### config.mk
export PLATFORM = sky130hd
export DESIGN_NAME = hdlc_rx_deframer
export DESIGN_NICKNAME = d
export VERILOG_FILES = /design/src/rtl/hdlc_rx_pkg.sv /design/src/rtl/hdlc_flag_tracker.sv /design/src/rtl/hdlc_rx_deframer.sv
export SDC_FILE = /design/constraint.sdc
export NUM_CORES = 1
export LEC_CHECK = 0
export ABC_AREA = 1
export CORE_ASPECT_RATIO = 1.75
export CORE_UTILIZATION = 40
export CTS_CLUSTER_SIZE = 14
export DETAILED_ROUTE_END_ITERATION = 16
export DONT_BUFFER_PORTS = 1
export PLACE_DENSITY = 0.54
export SLEW_MARGIN = 20
export SYNTH_ARGS = -nofsm -noshare
export SYNTH_HDL_FRONTEND = slang
export SYNTH_SLANG_ARGS = --single-unit
export TNS_END_PERCENT = 20
### constraint.sdc
create_clock -name clk -period 2.4 [get_ports clk]
set_clock_uncertainty 0.2 [all_clocks]
set_input_delay 0.24 -clock clk [delete_from_list [all_inputs] [get_ports clk]]
set_output_delay 0.24 -clock clk [all_outputs]
set_load 0.05 [all_outputs]
### src/rtl/hdlc_rx_pkg.sv
// rtl/hdlc_rx_pkg.sv - shared types and constants for the HDLC receive deframer
// Purpose: state and line-event enumerations plus the flag/stuffing run lengths
//          used by hdlc_flag_tracker and hdlc_rx_deframer.
// Ports:   none (package).
package hdlc_rx_pkg;

  localparam logic [7:0] FLAG_BYTE = 8'h7E;
  localparam int ONES_W    = 3;   // ones run counter, saturates at 7
  localparam int STUFF_RUN = 5;   // a 0 after five 1s is a stuffed bit
  localparam int FLAG_RUN  = 6;   // a 0 after six 1s closes a flag
  localparam int DLY_LEN   = 6;   // bits held back until they cannot be part of a flag

  typedef enum logic [1:0] {
    HUNT,
    SYNC,
    DATA
  } hdlc_state_e;

  typedef enum logic [2:0] {
    EV_NONE,
    EV_STUFF,
    EV_SIXTH,
    EV_FLAG,
    EV_ABORT
  } hdlc_ev_e;

endpackage

### src/rtl/hdlc_flag_tracker.sv
// rtl/hdlc_flag_tracker.sv - consecutive-ones counter and line event decode
// Purpose: counts the current run of 1s on the line and classifies each valid
//          bit as plain data, stuffed zero, sixth one, flag or abort.
// Ports:   clk_i, rst_i (sync, active-high), bit_i/vld_i line bit and strobe,
//          ev_o event for the current bit (EV_NONE when vld_i is low).
module hdlc_flag_tracker
  import hdlc_rx_pkg::*;
(
  input  logic     clk_i,
  input  logic     rst_i,
  input  logic     bit_i,
  input  logic     vld_i,
  output hdlc_ev_e ev_o
);

  logic [ONES_W-1:0] ones_q, ones_d;

  // Events are decoded from the run length before this bit is counted.
  always_comb begin
    ev_o = EV_NONE;
    if (vld_i) begin
      if (!bit_i) begin
        if (ones_q == ONES_W'(FLAG_RUN))       ev_o = EV_FLAG;
        else if (ones_q == ONES_W'(STUFF_RUN)) ev_o = EV_STUFF;
      end else begin
        if (ones_q == ONES_W'(FLAG_RUN))       ev_o = EV_ABORT;
        else if (ones_q == ONES_W'(STUFF_RUN)) ev_o = EV_SIXTH;
      end
    end
  end

  always_comb begin
    ones_d = '0;
    if (bit_i) ones_d = (ones_q == '1) ? ones_q : ones_q + 1'b1;
  end

  // Starts saturated so that a line coming out of reset must show a 0
  // before six 1s can be read as a flag.
  always_ff @(posedge clk_i) begin
    if (rst_i)      ones_q <= '1;
    else if (vld_i) ones_q <= ones_d;
  end

endmodule

### src/rtl/hdlc_rx_deframer.sv
// rtl/hdlc_rx_deframer.sv - HDLC receive deframer: flag hunt, destuffing, byte assembly
// Purpose: hunts for flags on a zero-stuffed serial line, strips stuffed zeros,
//          assembles bytes LSB-first and delimits frames with sof/eof; reports
//          aborts and malformed or over-length frames.
// Ports:   clk, rst (sync, active-high); bit_in/bit_vld serial input;
//          byte_out/byte_vld/sof/eof byte stream; abort, frame_err pulses;
//          in_frame level. With HDLC_RX_STATS_EN defined: good_frames,
//          abort_cnt, err_cnt saturating statistics counters.
// Macro:   HDLC_RX_STATS_EN enables the statistics counters and their ports.
module hdlc_rx_deframer
  import hdlc_rx_pkg::*;
#(
  parameter int MAX_BYTES = 256,
  parameter int CNT_W     = 16
) (
  input  logic             clk,
  input  logic             rst,
  input  logic             bit_in,
  input  logic             bit_vld,
  output logic [7:0]       byte_out,
  output logic             byte_vld,
  output logic             sof,
  output logic             eof,
  output logic             abort,
  output logic             frame_err,
  output logic             in_frame
`ifdef HDLC_RX_STATS_EN
  ,
  output logic [CNT_W-1:0] good_frames,
  output logic [CNT_W-1:0] abort_cnt,
  output logic [CNT_W-1:0] err_cnt
`endif
);

  localparam int BCNT_W    = $clog2(MAX_BYTES + 2);
  localparam int DLY_CNT_W = $clog2(DLY_LEN + 1);

  hdlc_ev_e ev;

  hdlc_flag_tracker u_tracker (
    .clk_i (clk),
    .rst_i (rst),
    .bit_i (bit_in),
    .vld_i (bit_vld),
    .ev_o  (ev)
  );

  hdlc_state_e          state_q, state_d;
  logic [DLY_LEN-1:0]   dly_q, dly_d;
  logic [DLY_CNT_W-1:0] dly_cnt_q, dly_cnt_d;
  logic [7:0]           asm_q, asm_d;
  logic [2:0]           asm_cnt_q, asm_cnt_d;
  logic [7:0]           pend_q, pend_d;
  logic                 pend_vld_q, pend_vld_d;
  logic [BCNT_W-1:0]    byte_cnt_q, byte_cnt_d;
  logic [7:0]           byte_out_q, byte_out_d;
  logic                 byte_vld_q, byte_vld_d;
  logic                 sof_q, sof_d;
  logic                 eof_q, eof_d;
  logic                 abort_q, abort_d;
  logic                 ferr_q, ferr_d;
  logic                 in_frame_q, in_frame_d;

  logic                 commit_vld;
  logic                 commit_bit;
  logic                 drop_all;

  always_comb begin
    state_d    = state_q;
    dly_d      = dly_q;
    dly_cnt_d  = dly_cnt_q;
    asm_d      = asm_q;
    asm_cnt_d  = asm_cnt_q;
    pend_d     = pend_q;
    pend_vld_d = pend_vld_q;
    byte_cnt_d = byte_cnt_q;
    byte_out_d = byte_out_q;
    byte_vld_d = 1'b0;
    sof_d      = 1'b0;
    eof_d      = 1'b0;
    abort_d    = 1'b0;
    ferr_d     = 1'b0;
    commit_vld = 1'b0;
    commit_bit = 1'b0;
    drop_all   = 1'b0;

    if (bit_vld) begin
      case (state_q)
        HUNT: begin
          if (ev == EV_FLAG) begin
            state_d  = SYNC;
            drop_all = 1'b1;
          end
        end
        default: begin
          case (ev)
            EV_FLAG: begin
              // A clean close needs byte alignment and at least one byte waiting.
              if (state_q == DATA) begin
                if (asm_cnt_q == 3'd0 && pend_vld_q) begin
                  byte_out_d = pend_q;
                  byte_vld_d = 1'b1;
                  eof_d      = 1'b1;
                  sof_d      = (byte_cnt_q == BCNT_W'(1));
                end else begin
                  ferr_d = 1'b1;
                end
              end
              state_d  = SYNC;
              drop_all = 1'b1;
            end
            EV_ABORT: begin
              abort_d  = (state_q == DATA);
              state_d  = HUNT;
              drop_all = 1'b1;
            end
            EV_SIXTH: begin
              // The held-back 0 and five 1s belong to a flag or abort.
              dly_cnt_d = '0;
              dly_d     = '0;
            end
            EV_NONE: begin
              dly_d = {dly_q[DLY_LEN-2:0], bit_in};
              if (dly_cnt_q == DLY_CNT_W'(DLY_LEN)) begin
                commit_vld = 1'b1;
                commit_bit = dly_q[DLY_LEN-1];
              end else begin
                dly_cnt_d = dly_cnt_q + 1'b1;
              end
            end
            default: begin
              // stuffed zero: dropped
            end
          endcase
        end
      endcase
    end

    if (commit_vld) begin
      state_d          = DATA;
      asm_d[asm_cnt_q] = commit_bit;
      if (asm_cnt_q == 3'd7) begin
        asm_cnt_d = 3'd0;
        if (byte_cnt_q == BCNT_W'(MAX_BYTES)) begin
          // This byte would be number MAX_BYTES+1.
          ferr_d   = 1'b1;
          state_d  = HUNT;
          drop_all = 1'b1;
        end else begin
          // Pend only leaves once the next byte proves it is not the last one.
          if (pend_vld_q) begin
            byte_out_d = pend_q;
            byte_vld_d = 1'b1;
            sof_d      = (byte_cnt_q == BCNT_W'(1));
          end
          pend_d     = asm_d;
          pend_vld_d = 1'b1;
          byte_cnt_d = byte_cnt_q + 1'b1;
        end
      end else begin
        asm_cnt_d = asm_cnt_q + 1'b1;
      end
    end

    if (drop_all) begin
      dly_d      = '0;
      dly_cnt_d  = '0;
      asm_d      = '0;
      asm_cnt_d  = '0;
      pend_d     = '0;
      pend_vld_d = 1'b0;
      byte_cnt_d = '0;
    end

    in_frame_d = (state_d == DATA);
  end

  always_ff @(posedge clk) begin
    if (rst) begin
      state_q    <= HUNT;
      dly_q      <= '0;
      dly_cnt_q  <= '0;
      asm_q      <= '0;
      asm_cnt_q  <= '0;
      pend_q     <= '0;
      pend_vld_q <= 1'b0;
      byte_cnt_q <= '0;
      byte_out_q <= '0;
      byte_vld_q <= 1'b0;
      sof_q      <= 1'b0;
      eof_q      <= 1'b0;
      abort_q    <= 1'b0;
      ferr_q     <= 1'b0;
      in_frame_q <= 1'b0;
    end else begin
      state_q    <= state_d;
      dly_q      <= dly_d;
      dly_cnt_q  <= dly_cnt_d;
      asm_q      <= asm_d;
      asm_cnt_q  <= asm_cnt_d;
      pend_q     <= pend_d;
      pend_vld_q <= pend_vld_d;
      byte_cnt_q <= byte_cnt_d;
      byte_out_q <= byte_out_d;
      byte_vld_q <= byte_vld_d;
      sof_q      <= sof_d;
      eof_q      <= eof_d;
      abort_q    <= abort_d;
      ferr_q     <= ferr_d;
      in_frame_q <= in_frame_d;
    end
  end

  assign byte_out  = byte_out_q;
  assign byte_vld  = byte_vld_q;
  assign sof       = sof_q;
  assign eof       = eof_q;
  assign abort     = abort_q;
  assign frame_err = ferr_q;
  assign in_frame  = in_frame_q;

`ifdef HDLC_RX_STATS_EN
  logic [CNT_W-1:0] good_q, good_d;
  logic [CNT_W-1:0] abrt_q, abrt_d;
  logic [CNT_W-1:0] errc_q, errc_d;

  always_comb begin
    good_d = good_q;
    abrt_d = abrt_q;
    errc_d = errc_q;
    if (byte_vld_d && eof_d && good_q != '1) good_d = good_q + 1'b1;
    if (abort_d && abrt_q != '1)             abrt_d = abrt_q + 1'b1;
    if (ferr_d && errc_q != '1)              errc_d = errc_q + 1'b1;
  end

  always_ff @(posedge clk) begin
    if (rst) begin
      good_q <= '0;
      abrt_q <= '0;
      errc_q <= '0;
    end else begin
      good_q <= good_d;
      abrt_q <= abrt_d;
      errc_q <= errc_d;
    end
  end

  assign good_frames = good_q;
  assign abort_cnt   = abrt_q;
  assign err_cnt     = errc_q;
`endif

endmodule

==> key figures <==
Outcome
  • Status: finished, final reports clean

Floorplan
  • Die width: roughly 66 um
  • Starting Density: 0.414
  • Die Area: around 7500 um^2
  • Row count: 40
  • # IOs: 18
  • Core area: 6860 um^2
  • Die Ht: ~110 um

Timing
  • Fin Setup TNS: 0 ps
  • Setup violators final: 0
  • RSZ-0062 raised after global routing: false
  • Period utilisation layout: 0.884
  • Min cycle time layout: about 2100 ps
  • Slew Viols, Final: 0
  • Worst Tran Pin Value: between 400 and 500 ps
  • Final Hold Fails: 0
  • Fmax: 0.471 GHz
  • Slew HR: 0.667

Place
  • Gp weighted congestion: 0.777
  • Detail Placement HPWL: 4210 um
  • Post-DP Area: 2930 um^2
  • Post-Place Cells: between 400 and 500
  • Port Buffers: 0

Logic synthesis
  • Synth Warn #: 0
  • Post-Syn Area: about 2800 um^2
  • Distinct cells, synth: 30
  • Share of synthesized registers carrying an async set or reset: 0
  • Synth Instances: 400
  • Avg Inst Size Synth: around 7.1 um^2
  • Synthesized Nets: ~420
  • Synth Flop Type: dfxtp_1
  • Register area share after synthesis: 0.402
  • Post-synth EDFFs: 0
  • Post-synthesis register bit count: 57

Clock network
  • Clk Latency, worst-skew pair: approximately 320 ps
  • Post-CTS resize count: 0
  • Clock slew at reported path FFs: roughly 50 ps
  • H-tree levels: 3
  • CTS root buf: clkbuf_16
  • Max clock buf depth: 2
  • CTS tree: built
  • Clock sink total: 57
  • Total CTS buffers: 9

Global route
  • Initial antenna violation count: 0
  • Gr ovfl total: 0
  • Vias in the first global route: between 2000 and 2500
  • GRT Total Usage: 0.177
  • Largest net degree at the start of global routing: 20
  • First-pass GRT wire length: approximately 9900 um

Critical path
  • Critical path class: flop to flop
  • Critical path's slowest cell: dfxtp_1
  • Most frequent CP cell: nand2_1
  • RR Endpoint: pend_q[3]
  • CP Capture Type: flop
  • CP Max Fanout: 12
  • Critical Path End: pend_q[3]
  • CP Data Arrival Time: between 2000 and 2500 ps
  • Worst path cell trace: inv_1 > ha_1 > inv_1 > nand2_1 > nand2_4 > nand3_4 > nor2_4 > nand2_1 > nand2_2 > inv_2 > nand2_1 > nor2_1
  • Buf/Inv on CP: 3
  • Worst EP required: ~2400 ps
  • Levels on crit path: 12
  • R2r startpoint: u_tracker.ones_q[0]
  • CP delay by family, top: simple AND/OR/NAND/NOR gates
  • Reg2Reg Setup Slack: 280 ps
  • Critical Path Source: u_tracker.ones_q[0]
  • Worst Setup Start Kind: flop
  • Reg2reg path depth: 12
  • Slowest cell delay on critical path: 370 ps

Routing
  • Final wirelength: just under 6000 um
  • Detailed Routing Iterations Pass 1: 4
  • Avg WL per Cell: roughly 12 um
  • Antenna Nets Post-Route: 0
  • Total via count in the routed design: around 2400
  • Drt first-iter violations: ~140
  • DRC: 0
  • Vias per inst: about 4.9

Finish
  • Antenna Cells: 0
  • # fillers: around 700
  • Fin nets: 423
  • Post-route cell area: roughly 3200 um^2
  • Layout cells sized above 1: 0.0852
  • Area Growth Syn to Fin: 14.1%
  • Post-Layout Cell Count: roughly 500

Power and ir drop
  • Pwr dens: 689 nW/um^2
  • Static Leak: about 1.6 nW
  • Peak supply drop: between 0.3 and 0.4 mV

Flow run
  • Maximum Capacitance Violations: 0

Hold path
  • HP Class: input port to flop
==> stage by stage <==
stage               hold WS [ps]   util  total power (W)  setup slack, ps
floorplan                    200      -          0.00104              546
global placement             117  0.427          0.00106              325
CTS                         7.17  0.473          0.00226              262
finish                      12.4  0.473          0.00223              278
detailed placement           115  0.427          0.00106              268
global route                27.6  0.473          0.00232             55.9
==> cell usage in the layout, fill, tap and decap left out, types with 2 or more instances in the layout <==
| cell | count |
|---|---|
| clkinv_2 | 3 |
| xor2_1 | 7 |
| o211ai_1 | 8 |
| clkbuf_16 | 9 |
| inv_1 | 49 |
| ha_1 | 12 |
| nand3_1 | 32 |
| nor2_4 | 4 |
| nor2_1 | 53 |
| nand3b_1 | 7 |
| dfxtp_1 | 57 |
| nand2_2 | 3 |
| nor4_1 | 2 |
| nand2_1 | 102 |
| nor3b_1 | 2 |
| clkbuf_8 | 3 |
| nor3_1 | 4 |
| nand4_1 | 2 |
| inv_2 | 6 |
| buf_12 | 2 |
| dlygate4sd3_1 | 3 |
| a21oi_1 | 31 |
==> per-layer routing <==
layer,share of wire,global-route usage,up-vias
met5,0,0,-
met4,0.024,0.0899,0
met1,0.44,0.189,1087
met2,0.51,0.307,30
met3,0.027,0.0480,12
li1,-,-,1281
==> layout make-up <==
| class | instances | area, um^2 | share of cell area |
|---|---|---|---|
| Sequential cell | 57 | 1140 | 0.352 |
| Timing Repair Buffer | 6 | 77.6 | 0.0239 |
| Tap cell | 84 | 105 | 0.0324 |
| Clock buffer | 12 | 267 | 0.0822 |
| Inverter | 55 | 206 | 0.0637 |
| Multi-Input combinational cell | 278 | 1430 | 0.441 |
| Clock inverter | 3 | 15.0 | 0.00463 |
==> cells by family after synthesis <==
logic type	share of synthesized area
XOR/XNOR	0.0247
AO/OA/AOI/OAI	0.0867
AND/OR/NAND/NOR	0.339
flip-flops	0.402
adder cells (fa/ha/maj)	0.0528
buffers and inverters	0.0951
==> worst reg2reg max path, delay by kind of cell, from the launching register on <==
| kind | cells | cell delay (ps) |
|---|---|---|
| AND/OR/NAND/NOR | 8 | 980 |
| flip-flops | 1 | 370 |
| buffers and inverters | 3 | 270 |
| adder cells (fa/ha/maj) | 1 | 190 |
==> power breakdown <==
group	internal (W)	switching, W	total [W]	leakage [nW]
Sequential	0.000955	0.00000669	0.000962	0.460
Clock	0.000769	0.000416	0.00119	0.144
Combinational	0.0000282	0.0000589	0.0000870	0.953
Total	0.00175	0.000482	0.00223	1.56
==> sequential cells by signal (all words and copies together), names as in the netlist, 2 cells and up <==
register	count
asm_cnt_q	3
asm_q	8
byte_cnt_q	9
byte_out	8
dly_cnt_q	3
dly_q	6
pend_q	8
state_q	2
u_tracker.ones_q	3
==> synth_stat cells (6+ instances only) <==
| master | n | area [um^2] |
|---|---|---|
| xor2_1 | 7 | 61.3 |
| inv_2 | 6 | 22.5 |
| nand3_1 | 32 | 160 |
| ha_1 | 12 | 150 |
| inv_1 | 49 | 184 |
| nand2_1 | 102 | 383 |
| o211ai_1 | 8 | 60.1 |
| nor2_1 | 53 | 199 |
| nand3b_1 | 7 | 52.6 |
| dfxtp_1 | 57 | 1140 |
| a21oi_1 | 31 | 155 |
==> worst min-delay path by stage <==
stage	from	end	slack, ps	cells past startpoint
2_1_floorplan	bit_in	eof	200	3
3_3_place_gp	rst	byte_vld	120	1
3_5_place_dp	rst	byte_vld	120	1
4_1_cts	bit_vld	u_tracker.ones_q[0]	7	4
5_1_grt	bit_in	u_tracker.ones_q[1]	30	2
6_report	bit_vld	u_tracker.ones_q[0]	10	4
==> repair_timing <==
action,4_1_cts,5_1_grt
setup buffers,0,0
hold buffers,3,0
hold endpoints to repair,17,0
endpoints found under the setup margin,0,0
No activity file was read; power rests on OpenSTA's default activity.
